`src/rtl/data_mem_wr_ctrl.sv`:
```
// Store-side memory write controller: one store in flight, byte-lane steering,
// alignment check, programmable write latency and a held write response.

module data_mem_wr_lane #(
  parameter int LANE = 0
) (
  input  logic [1:0]  ofs,
  input  logic [1:0]  size,
  input  logic [31:0] data,
  output logic        mask,
  output logic [7:0]  lane_byte
);
  // Byte index within the right-justified source that lands on this lane.
  logic [1:0] rel;
  assign rel = 2'(LANE) - ofs;

  always_comb begin
    mask = 1'b0;
    case (size)
      2'd0:    mask = (rel == 2'd0);
      2'd1:    mask = (rel <= 2'd1);
      2'd2:    mask = 1'b1;
      default: mask = 1'b0;
    endcase
    lane_byte = mask ? data[{rel, 3'b000} +: 8] : 8'h00;
  end
endmodule

module data_mem_wr_ctrl #(
  parameter int WR_LAT = 2,
  parameter int ADDR_W = 32,
  parameter int DATA_W = 32
) (
  input  logic              clk,
  input  logic              rst,
  input  logic              req_valid,
  output logic              req_ready,
  input  logic [ADDR_W-1:0] req_addr,
  input  logic [DATA_W-1:0] req_data,
  input  logic [1:0]        req_size,
  output logic              resp_valid,
  input  logic              resp_ready,
  output logic              resp_err,
  output logic              wr_en,
  output logic [ADDR_W-1:0] wr_addr,
  output logic [DATA_W-1:0] wr_data,
  output logic [3:0]        wr_mask,
  output logic [15:0]       wr_cnt
);
  localparam int NUM_LANES = DATA_W / 8;
  localparam logic [3:0] LAT_M1 = (WR_LAT > 0) ? 4'(WR_LAT - 1) : 4'd0;

  typedef enum logic [1:0] {IDLE, WAIT, WRITE, RESP} state_e;

  state_e state, state_nxt;
  logic [3:0] cnt;
  logic       accept, req_err;
  logic [NUM_LANES-1:0]        lane_mask;
  logic [NUM_LANES-1:0][7:0]   lane_data;

  for (genvar i = 0; i < NUM_LANES; i++) begin : g_lane
    data_mem_wr_lane #(.LANE(i)) u_lane (
      .ofs       (req_addr[1:0]),
      .size      (req_size),
      .data      (req_data),
      .mask      (lane_mask[i]),
      .lane_byte (lane_data[i])
    );
  end

  assign req_err = (req_size == 2'd3) ||
                   (req_size == 2'd1 && req_addr[0]) ||
                   (req_size == 2'd2 && req_addr[1:0] != 2'd0);

  // Handshake outputs are forced low while reset is held.
  assign req_ready  = rst && (state == IDLE);
  assign resp_valid = rst && (state == RESP);
  assign wr_en      = rst && (state == WRITE);
  assign accept     = req_valid && req_ready;

  always_comb begin
    state_nxt = state;
    case (state)
      IDLE:  if (accept) state_nxt = req_err ? RESP : ((WR_LAT > 0) ? WAIT : WRITE);
      WAIT:  if (cnt == 4'd0) state_nxt = WRITE;
      WRITE: state_nxt = RESP;
      RESP:  if (resp_ready) state_nxt = IDLE;
      default: state_nxt = IDLE;
    endcase
  end

  always_ff @(posedge clk or negedge rst) begin
    if (!rst) begin
      state    <= IDLE;
      cnt      <= 4'd0;
      wr_addr  <= '0;
      wr_data  <= '0;
      wr_mask  <= 4'd0;
      resp_err <= 1'b0;
      wr_cnt   <= 16'd0;
    end else begin
      state <= state_nxt;
      if (accept) begin
        cnt      <= LAT_M1;
        wr_addr  <= {req_addr[ADDR_W-1:2], 2'b00};
        wr_data  <= lane_data;
        wr_mask  <= lane_mask;
        resp_err <= req_err;
      end else if (state == WAIT && cnt != 4'd0) begin
        cnt <= cnt - 4'd1;
      end
      if (state == WRITE) wr_cnt <= wr_cnt + 16'd1;
    end
  end
endmodule

```
`config.mk`:
```
export PLATFORM = sky130hd
export DESIGN_NAME = data_mem_wr_ctrl
export DESIGN_NICKNAME = d
export VERILOG_FILES = /design/src/rtl/data_mem_wr_ctrl.sv
export SDC_FILE = /design/constraint.sdc
export NUM_CORES = 1
export LEC_CHECK = 0
export CAP_MARGIN = 20
export CORE_UTILIZATION = 47
export CTS_CLUSTER_DIAMETER = 40
export DETAILED_ROUTE_END_ITERATION = 10
export PLACE_DENSITY_LB_ADDON = 0.3
export REMOVE_ABC_BUFFERS = 1
export SYNTH_ARGS = -nofsm -noshare
export SYNTH_HDL_FRONTEND = slang
export SYNTH_HIERARCHICAL = 1
export SYNTH_SLANG_ARGS = --single-unit
```
`constraint.sdc`:
```
create_clock -name clk -period 2.8 [get_ports clk]
set_clock_uncertainty 0.2 [all_clocks]
set_input_delay 0.7 -clock clk [delete_from_list [all_inputs] [get_ports clk]]
set_output_delay 0.7 -clock clk [all_outputs]
set_load 0.005 [all_outputs]
```
**After elaboration in Yosys (flattened, before gate mapping)**

Cells that the tools add are included.

- Register bits after elaboration: 89
- Output and inout bits: 88

- Shift operators: 4
- Magnitude comparators: 4
- Add/subtract/negate cells: 6
- Equal/unequal tests: 9
- Multiplexer cells: 15
- Reduce and logical (&&, ||, !) cells: 20

Operators by type and width:

| cell | count |
|---|---|
| $shiftx A32 B6 Y8 | 4 |
| $mux W8 | 4 |
| $add A16 B1 Y16 const B | 1 |
| $logic_not A2 Y1 | 6 |
| $pmux W1 S3 | 4 |
| $eq A2 B2 Y1 const B | 4 |
| $le A2 B1 Y1 const B | 4 |
| $mux W2 | 4 |
| $mux W4 | 2 |
| $pmux W2 S4 | 1 |
| $logic_and A1 B1 Y1 | 7 |
| $ne A2 B2 Y1 const B | 3 |
| $eq A2 B1 Y1 const B | 2 |
| $logic_not A4 Y1 | 1 |
| $reduce_bool A2 Y1 | 2 |
| $reduce_bool A4 Y1 | 1 |
| $sub A1 B2 Y2 const A | 2 |
| $sub A2 B2 Y2 const A | 2 |
| $sub A4 B1 Y4 const B | 1 |
| $reduce_and A3 Y1 | 1 |
| $logic_or A1 B1 Y1 | 2 |

**Longest topological paths before layout**

Gate-level depths: netlist of the first run.

- Word-level depth: 7
- Depth in mapped cells: 8
- Gate-level depth less buffers: 6

**Hierarchy**

The synthesis of the first run kept the hierarchy.

By module, submodules not included:

| module | instances | cells an instance | seq. area each (µm²) | area each (µm²) |
|---|---|---|---|---|
| data_mem_wr_ctrl | 1 | 394 | 2227.1 | 3653.5 |
| data_mem_wr_lane (g_lane[0].u_lane) | 1 | 25 | 0.0 | 294.0 |
| data_mem_wr_lane (g_lane[2].u_lane) | 1 | 24 | 0.0 | 290.3 |
| data_mem_wr_lane (g_lane[1].u_lane) | 1 | 21 | 0.0 | 286.5 |
| data_mem_wr_lane (g_lane[3].u_lane) | 1 | 21 | 0.0 | 280.3 |

**Worst setup path after synthesis of the first run**

No wires, ideal clock.

- Kind: input to register
- Start: input port req_addr[0]
- End: register wr_data[1]
- Buffers on the path: 2
- Setup slack: 0.540 ns
- Data arrival time: 1.995 ns
- Library setup time: 0.065 ns
- Stages: 8
- Cells stage by stage: buf_6 > inv_1 > ha_1 > buf_6 > o21ai_0 > and3_1 > nand2_1 > nand2_1

RTL lines:

| element | RTL line | text |
|---|---|---|
| from (decl) | 38 | `input logic [ADDR_W-1:0] req_addr,` |
| to (signal assigned) | 106 | `wr_data <= lane_data;` |
| to (decl) | 46 | `output logic [DATA_W-1:0] wr_data,` |

**Worst setup path after layout of the first run**

- Start: register state[0]
- End: output port req_ready

- Longest elaborated chain between the ends: 2

RTL lines:

| element | RTL line | text |
|---|---|---|
| from (decl) | 55 | `state_e state, state_nxt;` |
| from (signal assigned) | 102 | `state <= state_nxt;` |
| $logic_not A2 Y1 | 76 | `assign req_ready = rst && (state == IDLE);` |
| $logic_and A1 B1 Y1 | 76 |  |
| to (decl) | 37 | `output logic req_ready,` |

No other way between the ends.

==> results by group, run 1 <==
Cells and area
  – Ant. Diodes: 0
  – Fillers: 776
  – Non-Filler Instances: 770
  – Share of cells above drive strength 1: 10.20%
  – Area Growth Syn to Fin: 38.02%
  – Final #Nets: 715

Floorplanning
  – Core area: 9819 um^2
  – Row cnt: 36
  – Die W: 103.1 um
  – Die height: 103.1 um
  – # IOs: 158
  – Die footprint: 10,630 um^2
  – Initial Util: 48.93%

Setup path
  – CP required: 1900 ps
  – CP Capture Type: primary output
  – Arr. time, crit path: 1780 ps
  – Max stage delay cell, worst path: clkdlybuf4s50_1
  – Crit path max-delay family: buffers and inverters
  – Buf+Inv Stages, Crit Path: 2
  – Worst setup SP type: flip-flop
  – WS Path Type: reg2out
  – Largest fanout on the critical path: 4
  – CP Cell Sequence: inv_1, ha_1, and2_1, clkdlybuf4s50_1
  – Slowest stage delay, CP: 490 ps

STA
  – RSZ-0062 raised after global routing: no
  – Tcrit/Tclk final: 95.57%
  – Final hold vios: 0
  – Tmin final: 2676 ps
  – Fmax: 373.7 MHz
  – Fin Setup TNS: 0 ps
  – Max-slew violations: 0
  – Max-slew headroom: 51.02%
  – Worst Tran Pin Value: 734.7 ps
  – Setup violators final: 0

Drt
  – Routed wire per std cell: 15.64 um
  – # DRC: 0
  – Vias per cell: 5.243
  – Vias: 4,037
  – Drt pass-1 iters: 4
  – Number of routed nets with antenna violations: 0
  – 1st-iter DRT viols: 210
  – Routed Wire Length: 12.04 mm

Place
  – DP HPWL: 8.647 mm
  – Placed insts: 757
  – IO buf count: 155
  – Routability congestion estimate: 0.9080

Synthesis
  – Synthesized instance count: 485
  – Synth top area cells: dfrtp_1, nand2_1, mux4_2, ha_1, and3_1
  – Cell taking the most area after synthesis: dfrtp_1
  – Mapped Area: 4805 um^2
  – Syn Area/Cell: 9.906 um^2
  – Flip-flop cell with the highest count after synthesis: dfrtp_1
  – Synth top area share: 46.35%
  – #FFs+latches synth: 89
  – Yosys warning total: 6
  – Asr flop ratio synth: 100.0%
  – Netlist cell types: 38
  – Sequential element share of the synthesized area: 46.35%
  – Top cells by count, synth: nand2_1, dfrtp_1, mux4_2
  – Most frequent cell after synthesis: nand2_1
  – Number of enable flip-flop cells after synthesis: 0

Clocking
  – TritonCTS clock tree: built
  – Clock Latency Late Sink: 350 ps
  – H-tree depth: 3
  – Num CTS Buffers: 9
  – PostCTS Resize Cnt: 0
  – Setup Buffers After CTS: 0
  – CTS Buffer Depth: 2
  – Root buffer cell: clkbuf_8
  – Reg clk slew, reported paths: 80 ps
  – Cts hold-fix bufs: 0
  – Clock sink total: 89

Global routing
  – Global-route usage over all layers: 23.43%
  – Vias in the first global route: 3,879
  – First-pass GRT wire length: 18.82 mm
  – GRT overflow: 0
  – Pin count of the biggest net entering global routing: 72
  – Initial antenna violation count: 0

Job
  – Max Cap Violations: 0

Power and ir drop
  – Worst VDD drop: 0.0003496 V
  – Leak Pwr: 3.127 nW
  – P per Cell Area: 788.3 nW/um^2

Outcome
  – Run status: completed

Min path
  – Worst Hold Class: in2async
==> cell families after synthesis <==
group	synth area share, %
AND/OR/NAND/NOR	25.10
flip-flops	46.35
buffers and inverters	4.792
multiplexers	16.43
XOR/XNOR	2.734
AO/OA/AOI/OAI	1.901
adder cells (fa/ha/maj)	2.604
other	0.07805
==> flip-flops by register name, summed over array words and instances, names as in the netlist <==
signal    cells
cnt           4
wr_addr      30
wr_cnt       16
resp_err      1
wr_mask       4
state         2
wr_data      32
==> cell usage in the layout (no fill, tap or decap), types with 2 or more instances in the layout <==
master           instances
nand2_1                205
clkdlybuf4s50_1        153
dfrtp_1                 89
mux4_2                  32
and3_1                  17
nor2b_1                 14
inv_1                   13
buf_4                   12
xor2_1                  10
ha_1                    10
clkbuf_8                 9
nor3_1                   6
nand4_1                  6
and2_1                   5
nor4_1                   5
xnor2_1                  5
a21oi_1                  4
nand3_1                  4
nor2_1                   3
clkbuf_1                 3
o21ai_0                  3
mux2_2                   2
mux2i_1                  2
o31ai_1                  2
nand2b_1                 2
conb_1                   2
or3_1                    2
nor2b_4                  2
buf_12                   2
==> layer usage <==
metal	GRT usage (%)	vias to the layer above	share of wire (%)
li1	-	1902	-
met4	11.05	0	2.4
met5	0	-	0
met3	4.678	23	7.8
met1	30.59	1935	42
met2	37.79	177	47
==> worst register-to-register path: stages, from the launching register on <==
cell,delay (ps)
dfrtp_1,410
inv_1,90
ha_1,140
or3b_1,460
a222oi_1,480
mux2_1,370
==> power by group <==
part / switching (W) / total (W) / internal, W
Sequential: 0.000337 / 0.00214 / 0.00180
Clock: 0.000410 / 0.000810 / 0.000400
Combinational: 0.000914 / 0.00228 / 0.00137
Total: 0.00166 / 0.00523 / 0.00357
==> area by class of cell <==
| cell class | count | area (um^2) | share of cell area [%] |
|---|---|---|---|
| repair buffers | 168 | 1667 | 25.13 |
| flip-flops and latches | 89 | 2227 | 33.58 |
| clock inverters | 1 | 30.03 | 0.4528 |
| well taps | 133 | 166.4 | 2.509 |
| multi-input cells | 354 | 2357 | 35.55 |
| inverters | 13 | 48.80 | 0.7358 |
| clock buffers | 12 | 135.1 | 2.038 |
==> metrics by stage <==
step	worst slack, ps	power (W)	hold WS, ps	util [%]	instance area [um^2]
after detailed placement	24.42	0.004461	261.8	65.85	6466
after floorplan	94.01	0.003013	204.4	-	4627
final	124.2	0.005227	193.4	67.53	6631
after CTS	83.69	0.005288	191.8	67.53	6631
after global routing	4.646	0.005615	212.6	67.53	6631
after global placement	85.88	0.004360	255.8	65.85	6466
==> final timing paths <==
kind                            start          to  slack, ps  depth (start not counted)
max                          state[0]   req_ready        120                          4
min                               rst      cnt[0]        190                          2
min reg2reg                wr_addr[8]  wr_addr[8]        280                          2
max reg2reg                    cnt[0]    state[1]        530                          5
min in group clk           wr_addr[8]  wr_addr[8]        280                          2
max in group asynchronous         rst  wr_addr[5]       1580                          2
Note: power is estimated with default switching activity, not from simulation.
==> inputs of run 2 (changes only) <==
--- a/config.mk
+++ b/config.mk
@@ -7,10 +7,11 @@
 export LEC_CHECK = 0
 export CAP_MARGIN = 20
 export CORE_UTILIZATION = 47
-export CTS_CLUSTER_DIAMETER = 40
+export CTS_CLUSTER_DIAMETER = 100
 export DETAILED_ROUTE_END_ITERATION = 10
 export PLACE_DENSITY_LB_ADDON = 0.3
 export REMOVE_ABC_BUFFERS = 1
+export SKIP_CTS_REPAIR_TIMING = 1
 export SYNTH_ARGS = -nofsm -noshare
 export SYNTH_HDL_FRONTEND = slang
 export SYNTH_HIERARCHICAL = 1
==> results of run 2 <==
Final layout, timing and power as in run 1 (identical DEF).
